`config.mk`:
```
export PLATFORM = sky130hd
export DESIGN_NAME = qspi_psram_master
export DESIGN_NICKNAME = d
export VERILOG_FILES = /design/src/rtl/qspi_psram_master.sv
export SDC_FILE = /design/constraint.sdc
export NUM_CORES = 1
export LEC_CHECK = 0
export CELL_PAD_IN_SITES_DETAIL_PLACEMENT = 1
export CELL_PAD_IN_SITES_GLOBAL_PLACEMENT = 1
export CORE_MARGIN = 2
export CORE_UTILIZATION = 43
export DETAILED_ROUTE_END_ITERATION = 8
export GPL_TIMING_DRIVEN = 0
export HOLD_SLACK_MARGIN = 0.02
export PLACE_DENSITY_LB_ADDON = 0.2
export SLEW_MARGIN = 20
export SYNTH_ARGS = -nofsm -noshare
export SYNTH_HDL_FRONTEND = slang
export SYNTH_SLANG_ARGS = --single-unit
```
`constraint.sdc`:
```
create_clock -name clock -period 3.8 [get_ports clock]
set_clock_uncertainty 0.1 [all_clocks]
set_input_delay 1.14 -clock clock [delete_from_list [all_inputs] [get_ports clock]]
set_output_delay 1.14 -clock clock [all_outputs]
set_load 0.005 [all_outputs]
```
`src/rtl/qspi_psram_master.sv`:
```
// qspi_psram_master
//   Sequencer for an external quad-SPI PSRAM. Converts one 32-bit read or
//   write request into a full QSPI transaction (opcode, 24-bit address,
//   optional dummy cycles, 8 data nibbles) and drives the four per-lane
//   tri-state IO buffer cells (dir/out) while sampling their inputs.
// Ports
//   clock, reset            system clock, synchronous active-high reset
//   req_valid/req_ready     request handshake; req_we selects write
//   req_addr, req_wdata     byte address and write data, captured on accept
//   resp_valid, resp_rdata  one-cycle completion pulse; read data (held)
//   qspi_cs_n, qspi_sck     chip select (active low), serial clock (mode 0)
//   qspi_dir, qspi_out      per-lane drive enable and output data
//   qspi_in                 per-lane input data
module qspi_psram_master #(
  parameter int unsigned CLK_DIV     = 1,
  parameter int unsigned WAIT_CYCLES = 6,
  parameter logic [7:0]  CMD_READ    = 8'hEB,
  parameter logic [7:0]  CMD_WRITE   = 8'h38,
  parameter int unsigned CS_HIGH_MIN = 2
) (
  input  logic        clock,
  input  logic        reset,
  input  logic        req_valid,
  output logic        req_ready,
  input  logic        req_we,
  input  logic [23:0] req_addr,
  input  logic [31:0] req_wdata,
  output logic        resp_valid,
  output logic [31:0] resp_rdata,
  output logic        qspi_cs_n,
  output logic        qspi_sck,
  output logic [3:0]  qspi_dir,
  output logic [3:0]  qspi_out,
  input  logic [3:0]  qspi_in
);

  localparam int unsigned CW = 16;

  typedef enum logic [2:0] {S_IDLE, S_CMD, S_ADDR, S_WAIT, S_DATA, S_GAP} state_e;

  state_e        state_q, state_d;
  logic [CW-1:0] div_q, div_d, cnt_q, cnt_d;
  logic          sck_q, sck_d, cs_n_q, cs_n_d, we_q, we_d;
  logic          resp_valid_q, resp_valid_d;
  logic [3:0]    dir_q, dir_d, out_q, out_d;
  logic [6:0]    cmd_q, cmd_d;
  logic [23:0]   addr_q, addr_d;
  logic [31:0]   data_q, data_d, rdata_q, rdata_d;
  logic [7:0]    opcode;
  logic          phase_end, last_cyc;

  // Data nibbles travel MSB-first through data_q; a byte swap maps the
  // little-endian, high-nibble-first wire order onto that layout.
  function automatic logic [31:0] bswap(input logic [31:0] w);
    return {w[7:0], w[15:8], w[23:16], w[31:24]};
  endfunction

  always_ff @(posedge clock) begin
    if (reset) begin
      state_q      <= S_IDLE;
      div_q        <= '0;
      cnt_q        <= '0;
      sck_q        <= 1'b0;
      cs_n_q       <= 1'b1;
      we_q         <= 1'b0;
      resp_valid_q <= 1'b0;
      dir_q        <= '0;
      out_q        <= '0;
      cmd_q        <= '0;
      addr_q       <= '0;
      data_q       <= '0;
      rdata_q      <= '0;
    end else begin
      state_q      <= state_d;
      div_q        <= div_d;
      cnt_q        <= cnt_d;
      sck_q        <= sck_d;
      cs_n_q       <= cs_n_d;
      we_q         <= we_d;
      resp_valid_q <= resp_valid_d;
      dir_q        <= dir_d;
      out_q        <= out_d;
      cmd_q        <= cmd_d;
      addr_q       <= addr_d;
      data_q       <= data_d;
      rdata_q      <= rdata_d;
    end
  end

  always_comb begin
    state_d      = state_q;
    div_d        = div_q;
    cnt_d        = cnt_q;
    sck_d        = sck_q;
    cs_n_d       = cs_n_q;
    we_d         = we_q;
    resp_valid_d = 1'b0;
    dir_d        = dir_q;
    out_d        = out_q;
    cmd_d        = cmd_q;
    addr_d       = addr_q;
    data_d       = data_q;
    rdata_d      = rdata_q;
    opcode       = req_we ? CMD_WRITE : CMD_READ;
    phase_end    = (div_q == CW'(CLK_DIV - 1));
    case (state_q)
      S_CMD:   last_cyc = (cnt_q == CW'(7));
      S_ADDR:  last_cyc = (cnt_q == CW'(5));
      S_WAIT:  last_cyc = (cnt_q == CW'(WAIT_CYCLES - 1));
      S_DATA:  last_cyc = (cnt_q == CW'(7));
      default: last_cyc = 1'b0;
    endcase

    case (state_q)
      S_IDLE: begin
        if (req_valid) begin
          state_d = S_CMD;
          cs_n_d  = 1'b0;
          sck_d   = 1'b0;
          div_d   = '0;
          cnt_d   = '0;
          we_d    = req_we;
          dir_d   = 4'b0001;
          out_d   = {3'b000, opcode[7]};
          cmd_d   = opcode[6:0];
          addr_d  = req_addr;
          data_d  = bswap(req_wdata);
        end
      end
      S_GAP: begin
        if (cnt_q == CW'(CS_HIGH_MIN - 1)) begin
          state_d = S_IDLE;
          cnt_d   = '0;
        end else begin
          cnt_d = cnt_q + CW'(1);
        end
      end
      default: begin
        if (!phase_end) begin
          div_d = div_q + CW'(1);
        end else begin
          div_d = '0;
          if (!sck_q) begin
            // Rising SCK: the only point where read data is captured.
            sck_d = 1'b1;
            if (state_q == S_DATA && !we_q) data_d = {data_q[27:0], qspi_in};
          end else begin
            // Falling SCK: end of one SCK cycle, present the next nibble.
            sck_d = 1'b0;
            if (!last_cyc) begin
              cnt_d = cnt_q + CW'(1);
              case (state_q)
                S_CMD: begin
                  out_d = {3'b000, cmd_q[6]};
                  cmd_d = {cmd_q[5:0], 1'b0};
                end
                S_ADDR: begin
                  out_d  = addr_q[19:16];
                  addr_d = {addr_q[19:0], 4'h0};
                end
                S_DATA: begin
                  if (we_q) begin
                    out_d  = data_q[27:24];
                    data_d = {data_q[27:0], 4'h0};
                  end
                end
                default: ;
              endcase
            end else begin
              cnt_d = '0;
              case (state_q)
                S_CMD: begin
                  state_d = S_ADDR;
                  dir_d   = 4'hF;
                  out_d   = addr_q[23:20];
                end
                S_ADDR: begin
                  if (we_q) begin
                    state_d = S_DATA;
                    dir_d   = 4'hF;
                    out_d   = data_q[31:28];
                  end else begin
                    state_d = S_WAIT;
                    dir_d   = '0;
                    out_d   = '0;
                  end
                end
                S_WAIT: state_d = S_DATA;
                default: begin
                  state_d      = S_GAP;
                  cs_n_d       = 1'b1;
                  dir_d        = '0;
                  out_d        = '0;
                  resp_valid_d = 1'b1;
                  if (!we_q) rdata_d = bswap(data_q);
                end
              endcase
            end
          end
        end
      end
    endcase
  end

  assign req_ready  = (state_q == S_IDLE);
  assign resp_valid = resp_valid_q;
  assign resp_rdata = rdata_q;
  assign qspi_cs_n  = cs_n_q;
  assign qspi_sck   = sck_q;
  assign qspi_dir   = dir_q;
  assign qspi_out   = out_q;

endmodule

```
* Word level (Yosys, flattened, before mapping) *
Cells that the tools add are included.

word-level totals
  register bits = 142
  bits of input ports = 64
  output and inout bits = 44
  logic and storage cells = 135

operators by class
  add/subtract/negate cells = 2
  equal/unequal tests = 18
  muxes and demuxes = 64
  bitwise operators = 7
  reductions and logical operators = 31

operator list
  operator               number
  $mux 32                7
  $mux 24                5
  $mux 16                6
  $pmux 16 s2            2
  $pmux 32 s2            1
  $pmux 24 s2            1
  $mux 4                 11
  $pmux 4 s3             3
  $mux 7                 5
  $add 16x1->16 const B  2
  $eq 16x3->1 const B    2
  $reduce_and 6->1       5
  $mux 3                 6
  $eq 16x1->1 const B    1
  $logic_not 16->1       1
  $pmux 4 s2             2
  $pmux 7 s2             1
  $reduce_and 7->1       2
  $reduce_bool 3->1      4
  $reduce_bool 2->1      5
  $pmux 3 s3             1
  $mux 1                 8
  $mux 8                 1
  $ne 2x2->1 const B     4
  other kinds (20)       36

* Depth between registers and ports, before layout *
Gate-level depths: netlist of run 1.

  depth in word-level cells = 7
  depth in mapped cells = 10

* Least setup slack after synthesis of run 1 *
Ideal clock, no wire load.

  path type = reg2out
  from = register state_q[0]
  to = output req_ready
  data arrival time = 1.466 ns
  data required time = 2.560 ns
  slack = 1.094 ns
  stages on the path, launching flop included = 6
  buffers on the path = 3
  cells stage by stage = dfxtp_1 buf_2 or3_1 inv_2 clkbuf_1 clkbuf_1

between the ends
  longest elaborated chain between the ends = 1

RTL lines
  item                      RTL line  source
  start: declaration        41        state_e state_q, state_d;
  start signal: assignment  74        state_q <= state_d;
  $logic_not 3->1           205       assign req_ready = (state_q == S_IDLE);
  end: declaration          24        output logic req_ready,

No other way between the ends.

* Worst setup path in the final report of run 1 *
Ends and elaborated chain as after synthesis.

==> flow_metrics.env, run 1 <==
export IMPL_track_usage=0.277
export IMPL_synth_compound_area_share=0.158
export IMPL_drt_initial_drc_count=416
export IMPL_ir_drop_uv=325
export IMPL_ys_seq_elements=140
export IMPL_netlist_area_sq_mm=0.00649
export IMPL_maxSlewHeadroom=0.487
export IMPL_die_x_um=127
export IMPL_syn_inst=784
export IMPL_p_per_area_mw_per_mm2=466
export IMPL_antenna_found_initial=0
export IMPL_critPathArrivalTime_ns=2.41
export IMPL_multi_input_area_sq_mm=0.00337
export IMPL_busiest_layer="met2"
export IMPL_core_region_area_sq_mm=0.0146
export IMPL_cts_tree="done"
export IMPL_grt_pass1_wl_um=35300
export IMPL_pin_count=108
export IMPL_final_util=0.575
export IMPL_die_area_sq_mm=0.0161
export IMPL_final_cell_mix="145 x nor2_1, 140 x dfxtp_1, 123 x nand2_1"
export IMPL_crit_required_ns=2.56
export IMPL_layout_commonest_cell="nor2_1"
export IMPL_h_tree_depth=4
export IMPL_grt_pass1_vias=6950
export IMPL_worst_pin_slew_ns=0.770
export IMPL_met1_usage=0.319
export IMPL_yosys_cell_types_count=65
export IMPL_status="complete, no violations"
export IMPL_postPlaceCellArea_sq_mm=0.00779
export IMPL_rows=44
export IMPL_synth_edf_count=0
export IMPL_endpoint_kind="output port"
export IMPL_clk_pin_slew_worst_paths_ns=0.06
export IMPL_dr_pass1_iters=7
export IMPL_wire_per_inst_um=19.9
export IMPL_fin_nets=977
export IMPL_hp_class="flip-flop to flip-flop"
export IMPL_grt_util_met2=0.496
export IMPL_stdcell_area_sq_mm=0.00843
export IMPL_synthSimpleGateAreaFrac=0.265
export IMPL_synth_fp_nets=852
export IMPL_chipHeight_um=127
export IMPL_cts_buffers=17
export IMPL_fin_crit_sh=0.960
export IMPL_drc=0
export IMPL_p_leak_nw=3.03
export IMPL_use_met3=0.0485
export IMPL_synth_adder_area_share=0.00771
export IMPL_grt_overflow_total=0
export IMPL_final_min_clock_period_ns=3.65
export IMPL_n_antenna_cell=0
export IMPL_drv_cap=0
export IMPL_totalWireLength_um=22000
export IMPL_drv_slew=0
export IMPL_gp_congestion=0.862
export IMPL_cp_start_kind="flip-flop"
export IMPL_synth_async_reset_ratio=0
export IMPL_fillers=1762
export IMPL_power_mw=3.92
export IMPL_synth_avg_cell_area_sq_um=8.28
export IMPL_fmax_mhz=274
export IMPL_fin_setup_tns_ns=0
export IMPL_dpl_hpwl_um=15700
export IMPL_synth_xor_area_frac=0.0378
export IMPL_grt_max_degree=17
export IMPL_worstPathMaxFanout=14
export IMPL_clock_sinks=140
export IMPL_yosysWarnings=0
export IMPL_start_util=0.443
export IMPL_synth_top_family_by_area="simple AND/OR/NAND/NOR gates"
export IMPL_viasPerCell=5.79
export IMPL_critical_path_class="flip-flop to output port"
export IMPL_route_vias_total=6401
export IMPL_cts_root_buffer="clkbuf_16"
export IMPL_synthMuxAreaShare=0.0509
export IMPL_final_seq_area_sq_mm=0.00280
export IMPL_setup_viol=0
export IMPL_io_buffers=107
export IMPL_clk_latency_ns=0.44
export IMPL_drive_gt1_frac=0.0694
export IMPL_rsz0062_at_grt="no"
export IMPL_ys_flop_type="dfxtp_1"
export IMPL_clk_path_buf_depth=2
export IMPL_areaGrowthSynthToFinish_pct=29.8
export IMPL_seq_area_frac_synth=0.432
export IMPL_ant_nets=0
export IMPL_final_hold_violation_count=0
## cells by family (layout without fill, tap and decap cells)
group           count (synthesis)  count (layout)
compound gates                137             137
xor+xnor                       28              28
fa+ha+maj                       4               4
buf+inv                        72             210
flops                         140             140
mux                            33              33
simple gates                  370             370
## worst paths after layout
check,end,from,depth (start not counted),slack [ns]
setup / recovery,req_ready,state_q[0],5,0.15
hold / removal,cmd_q[2],cmd_q[2],2,0.35
hold reg to reg,cmd_q[2],cmd_q[2],2,0.35
setup reg to reg,addr_q[8],div_q[0],9,0.76
## final cells by class
cell class	count	area share
Clock buffer	18	0.0509
Sequential cell	140	0.333
Multi-Input combinational cell	572	0.401
Timing Repair Buffer	107	0.127
Tap cell	184	0.0273
Buffer	57	0.0306
Clock inverter	14	0.0244
Inverter	14	0.00653
## what timing repair did
| action | CTS | global route |
|---|---|---|
| gates resized for setup | 1 | 1 |
| hold endpoints to repair | 0 | 0 |
| setup endpoints to repair | 1 | 1 |
| hold buffers | 0 | 0 |
| buffers inserted | 0 | 0 |
## per-stage QoR
stage          hold slack (ns)  std cells  worst slack (ns)
3_5_place_dp             0.344       1075            0.0144
4_1_cts                  0.353       1106            0.0654
5_1_grt                  0.397       1106            0.0564
6_report                 0.355       1106             0.153
2_1_floorplan            0.332        784              1.09
3_3_place_gp             0.343       1075            0.0908
## report_power, final
group | total, mW | switching (mW) | internal [mW]
Clock | 1.83 | 0.714 | 1.12
Sequential | 1.61 | 0.0652 | 1.55
Combinational | 0.482 | 0.285 | 0.197
## synthesized netlist by cell type (5+ instances only)
master      n  area share
nand2b_1    8      0.0077
mux2i_1    33       0.051
dfxtp_1   140        0.43
clkbuf_1   37       0.021
nor3b_1     6      0.0069
xor2_1     20       0.027
o21ai_0     9      0.0069
a311oi_1   48       0.065
a21oi_1    36       0.028
inv_1      13      0.0075
nand3_1    11      0.0085
nor3_1     12      0.0093
and4_1      5      0.0067
nor2_1    145       0.084
nand2_1   123       0.071
buf_2      12      0.0093
nor2b_1     8      0.0077
nand4_1    18       0.017
a211oi_1   12       0.014
buf_4       5      0.0058
xnor2_1     8       0.011
## registers in the layout, indices dropped and copies added, names as in the netlist
signal and cells:
addr_q 24, cmd_q 7, cnt_q 16, data_q 32
div_q 16, qspi_cs_n 1, qspi_dir 2, qspi_out 4
qspi_sck 1, resp_rdata 32, resp_valid 1, state_q 3
we_q 1
## critical path, cell delays in order (launching register included)
cell	delay [ns]
dfxtp_1	0.29
buf_2	0.17
or3_1	0.46
inv_4	0.21
clkbuf_2	0.29
clkdlybuf4s50_1	0.55
## metal layers
layer | vias to the layer above | share of wire
met1 | 3165 | 0.41
met3 | 46 | 0.039
li1 | 3010 | -
met5 | - | 0
met2 | 180 | 0.51
met4 | 0 | 0.032
(Power assumes the default switching activity.)
==> run 2: changes to the inputs <==
Settings changed: CELL_PAD_IN_SITES_DETAIL_PLACEMENT 1 to not set, CELL_PAD_IN_SITES_GLOBAL_PLACEMENT 1 to not set, CORE_UTILIZATION 43 to 56.
==> run 2 against run 1 <==
Design area is 1.6% lower. Sequential share of layout area up 0.56 points. Combinational power is 5.6% lower. Maximum frequency grew 3.9%. Non-clock buffer count down 1. Final cell count down 3.9%. Die area shrank 23%. Sequential power is essentially flat. Core utilization rose by 15 points. Count of clock-buffer cells in the layout is 3 higher. Sequential cell count stayed put. Critical endpoint unchanged. Largest power group is now sequential cells.
==> flow_metrics.env, run 2 (synthesis gave the netlist of run 1 again) <==
export IMPL_status="complete, no violations"
export IMPL_grt_overflow_total=0
export IMPL_worstPathMaxFanout=23
export IMPL_final_hold_violation_count=0
export IMPL_fin_crit_sh=0.923
export IMPL_setup_viol=0
export IMPL_start_util=0.571
export IMPL_stdcell_area_sq_mm=0.00829
export IMPL_slowest_stage="clkdlybuf4s50_1"
export IMPL_endpoint_kind="output port"
export IMPL_dpl_hpwl_um=13100
export IMPL_chipHeight_um=112
export IMPL_rsz0062_at_grt="no"
export IMPL_critPathArrivalTime_ns=2.27
export IMPL_core_region_area_sq_mm=0.0114
export IMPL_pin_count=108
export IMPL_rows=39
export IMPL_final_cell_mix="145 x nor2_1, 140 x dfxtp_1, 123 x nand2_1"
export IMPL_worst_pin_slew_ns=0.806
export IMPL_fin_nets=976
export IMPL_seqPwrFrac=0.446
export IMPL_drc=0
export IMPL_final_min_clock_period_ns=3.51
export IMPL_maxSlewHeadroom=0.459
export IMPL_p_sw_frac=0.259
export IMPL_dp_cells=1034
export IMPL_final_cells=1063
export IMPL_drive_gt1_frac=0.0663
export IMPL_viasPerCell=5.83
export IMPL_cts_root_buffer="clkbuf_16"
export IMPL_postPlaceCellArea_sq_mm=0.00774
export IMPL_power_frac_comb=0.126
export IMPL_route_vias_total=6201
export IMPL_ctsResizeCount=0
export IMPL_grt_pass1_wl_um=29300
export IMPL_ir_drop_uv=459
export IMPL_p_per_area_mw_per_mm2=435
export IMPL_drt_initial_drc_count=451
export IMPL_critPathMaxStageDelay_ns=0.59
export IMPL_grt_pass1_vias=6078
export IMPL_cts_hold_buf=0
export IMPL_h_tree_depth=4
export IMPL_cts_buffers=17
export IMPL_fillers=866
export IMPL_critical_path_class="flip-flop to output port"
export IMPL_crit_required_ns=2.56
export IMPL_p_int_mw=2.67
export IMPL_fin_setup_tns_ns=0
export IMPL_layout_commonest_cell="nor2_1"
export IMPL_p_sw_mw=0.936
export IMPL_clk_pin_slew_worst_paths_ns=0.06
export IMPL_die_area_sq_mm=0.0125
export IMPL_clock_sinks=140
export IMPL_grt_max_degree=24
export IMPL_track_usage=0.288
export IMPL_p_clk_frac=0.427
export IMPL_cts_setup_buffers=0
export IMPL_clk_latency_ns=0.42
export IMPL_worstPathCellList="buf_2, or3_1, inv_2, clkdlybuf4s50_1"
export IMPL_p_leak_nw=2.98
export IMPL_wire_per_inst_um=16.7
export IMPL_power_mw=3.61
export IMPL_drv_slew=0
export IMPL_hp_class="flip-flop to flip-flop"
export IMPL_cp_start_kind="flip-flop"
export IMPL_areaGrowthSynthToFinish_pct=27.7
export IMPL_clk_path_buf_depth=2
export IMPL_drv_cap=0
export IMPL_dr_pass1_iters=6
export IMPL_io_buffers=107
export IMPL_fmax_mhz=285
export IMPL_die_x_um=112
export IMPL_antenna_found_initial=0
export IMPL_totalWireLength_um=17800
export IMPL_gp_congestion=0.938
export IMPL_n_antenna_cell=0
export IMPL_cts_tree="done"
export IMPL_ant_nets=0
-- run 2: cell count changes in the layout (fill, tap and decap cells not counted), sizes merged --
cell      delta
clkinvlp     +2
bufinv       -3
inv          -8
clkinv       +5
clkbuf       +2
-- run 2: final cells by class --
class | instances | area, sq um | share of cell area
Multi-Input combinational cell | 572 | 3370 | 0.407
Sequential cell | 140 | 2800 | 0.338
Timing Repair Buffer | 107 | 1070 | 0.129
Clock buffer | 21 | 460 | 0.0556
Buffer | 56 | 253 | 0.0305
Tap cell | 143 | 179 | 0.0216
Clock inverter | 10 | 93.8 | 0.0113
Inverter | 14 | 52.6 | 0.00634
-- run 2: power by group through the flow --
stage | registers [mW] | logic, mW | clock network [mW]
5_1_grt | 1.62 | 0.503 | 1.63
6_report | 1.61 | 0.455 | 1.54
4_1_cts | 1.61 | 0.451 | 1.55
3_3_place_gp | 1.63 | 0.436 | 0
3_5_place_dp | 1.64 | 0.449 | 0
2_1_floorplan | 1.62 | 0.282 | 0
-- run 2: metrics by stage --
step	utilization	setup slack, ns	hold slack [ns]
final	0.729	0.291	0.358
after CTS	0.729	0.274	0.359
after global placement	0.681	0.0640	0.343
after detailed placement	0.681	0.0342	0.351
after floorplan	-	1.09	0.332
after global routing	0.729	0.180	0.384
-- run 2: worst paths after layout --
check / from / to / slack (ns) / cells after the start
worst max-delay path: state_q[0] / req_ready / 0.29 / 4
worst min-delay path: cmd_q[2] / cmd_q[2] / 0.36 / 2
worst max register to register: div_q[0] / addr_q[6] / 0.92 / 9
worst min register to register: cmd_q[2] / cmd_q[2] / 0.36 / 2
-- run 2: routing by layer --
| metal | vias up | part of all wire | track usage |
|---|---|---|---|
| met2 | 226 | 0.50 | 0.485 |
| met1 | 2936 | 0.42 | 0.359 |
| met3 | 33 | 0.070 | 0.0751 |
| met4 | 0 | 0.019 | 0.0988 |
| li1 | 3006 | - | - |
| met5 | - | 0 | 0 |
-- run 2: worst max-delay path: cells and delay by family, from the launching register on --
kind,cells,cell delay (ns)
buffers and inverters,3,1.13
AND/OR/NAND/NOR,1,0.42
flip-flops,1,0.29
==> run 3: changes to the inputs <==
Settings changed: CORE_UTILIZATION 56 to 43.
==> run 3 against run 2 <==
Setup slack worse by 0.055 ns. Count of clock-buffer cells in the layout unchanged. Final cell count up 4.0%. Combinational power about the same. Sequential cell count unchanged. Non-clock buffer count unchanged. Largest cell class unchanged. Highest routed layer unchanged.
==> flow_metrics.env, run 3 (synthesis gave the netlist of run 1 again) <==
export IMPL_grt_max_degree=24
export IMPL_p_sw_mw=0.977
export IMPL_critical_path_class="flip-flop to output port"
export IMPL_slowest_stage="clkdlybuf4s50_1"
export IMPL_die_area_sq_mm=0.0161
export IMPL_antenna_found_initial=0
export IMPL_endpoint_kind="output port"
export IMPL_worstPathCellList="buf_2, or3_1, inv_2, clkdlybuf4s50_1"
export IMPL_setup_viol=0
export IMPL_p_int_mw=2.79
export IMPL_cts_hold_buf=0
export IMPL_p_leak_nw=3.02
export IMPL_fin_hold_ws_ns=0.362
export IMPL_clk_latency_ns=0.43
export IMPL_viasPerCell=5.53
export IMPL_critPathArrivalTime_ns=2.32
export IMPL_n_antenna_cell=0
export IMPL_worstPathMaxFanout=23
export IMPL_rsz0062_at_grt="no"
export IMPL_p_per_area_mw_per_mm2=448
export IMPL_worst_pin_slew_ns=0.777
export IMPL_final_min_clock_period_ns=3.56
export IMPL_fmax_mhz=281
export IMPL_ir_drop_uv=320
export IMPL_cts_setup_buffers=0
export IMPL_drc=0
export IMPL_cts_buffers=17
export IMPL_maxSlewHeadroom=0.479
export IMPL_crit_family="buffers and inverters"
export IMPL_start_util=0.443
export IMPL_fin_nets=976
export IMPL_route_vias_total=6113
export IMPL_rows=44
export IMPL_gp_congestion=0.868
export IMPL_pin_count=108
export IMPL_drt_initial_drc_count=479
export IMPL_grt_pass1_vias=5891
export IMPL_io_buffers=107
export IMPL_clk_pin_slew_worst_paths_ns=0.06
export IMPL_path_buf_inv=3
export IMPL_final_cell_mix="145 x nor2_1, 140 x dfxtp_1, 123 x nand2_1"
export IMPL_p_sw_frac=0.260
export IMPL_power_frac_comb=0.121
export IMPL_layout_commonest_cell="nor2_1"
export IMPL_hp_class="flip-flop to flip-flop"
export IMPL_critPathMaxStageDelay_ns=0.60
export IMPL_seqPwrFrac=0.427
export IMPL_chipHeight_um=127
export IMPL_cts_tree="done"
export IMPL_rrSetupSlack_ns=0.94
export IMPL_clock_sinks=140
export IMPL_areaGrowthSynthToFinish_pct=29.4
export IMPL_ctsResizeCount=0
export IMPL_status="complete, no violations"
export IMPL_drive_gt1_frac=0.0695
export IMPL_fin_crit_sh=0.938
export IMPL_p_clk_frac=0.452
export IMPL_final_hold_violation_count=0
export IMPL_track_usage=0.229
export IMPL_grt_pass1_wl_um=29500
export IMPL_cp_start_kind="flip-flop"
export IMPL_dpl_hpwl_um=13000
export IMPL_drv_slew=0
export IMPL_wire_per_inst_um=16.5
export IMPL_drv_cap=0
export IMPL_core_region_area_sq_mm=0.0146
export IMPL_totalWireLength_um=18200
export IMPL_cts_root_buffer="clkbuf_16"
export IMPL_ant_nets=0
export IMPL_fin_setup_tns_ns=0
export IMPL_clk_path_buf_depth=2
export IMPL_grt_overflow_total=0
export IMPL_die_x_um=127
export IMPL_dr_pass1_iters=5
export IMPL_crit_required_ns=2.56
export IMPL_h_tree_depth=4
[run 3: changes by cell type in the layout (fill, tap and decap cells not counted), sizes merged]
| cell | change |
|---|---|
| clkinvlp | -1 |
| inv | +4 |
| clkinv | -3 |
| bufinv | +1 |
[run 3: tightest hold or removal path, cell delays in order (launching register included)]
cell,delay (ns)
dfxtp_1,0.31
nand2_1,0.05
a21oi_1,0.05
[run 3: final timing paths]
check,from,end,cells past startpoint
hold / removal,cmd_q[2],cmd_q[2],2
setup / recovery,state_q[0],req_ready,4
hold reg to reg,cmd_q[2],cmd_q[2],2
setup reg to reg,div_q[9],data_q[30],8
[run 3: cell type report]
type | count | area (sq um)
Tap cell | 184 | 230
Buffer | 56 | 253
Clock buffer | 21 | 480
Multi-Input combinational cell | 572 | 3370
Fill cell | 1363 | 6250
Timing Repair Buffer | 107 | 1070
Clock inverter | 11 | 131
Sequential cell | 140 | 2800
Inverter | 14 | 52.6
[run 3: power by group through the flow]
stage	combinational (mW)	clock, mW	sequential [mW]
final	0.456	1.70	1.61
after global routing	0.509	1.79	1.62
after CTS	0.454	1.72	1.61
after detailed placement	0.452	0	1.64
after global placement	0.448	0	1.64
after floorplan	0.282	0	1.62
[run 3: per-layer routing]
layer | part of all wire | vias up | track usage
li1 | - | 3006 | -
met1 | 0.46 | 2912 | 0.301
met2 | 0.47 | 175 | 0.374
met3 | 0.057 | 20 | 0.0578
met4 | 0.015 | 0 | 0.0685
met5 | 0 | - | 0
[run 3: metrics by stage]
stage	std cells	setup slack [ns]	utilization	cell area [sq um]	power (mW)
global placement	1075	-0.0322	0.532	7790	2.08
global route	1105	0.122	0.573	8400	3.92
CTS	1105	0.226	0.573	8400	3.78
finish	1105	0.236	0.573	8400	3.76
floorplan	784	1.09	-	6490	1.90
detailed placement	1075	-0.0561	0.532	7790	2.09
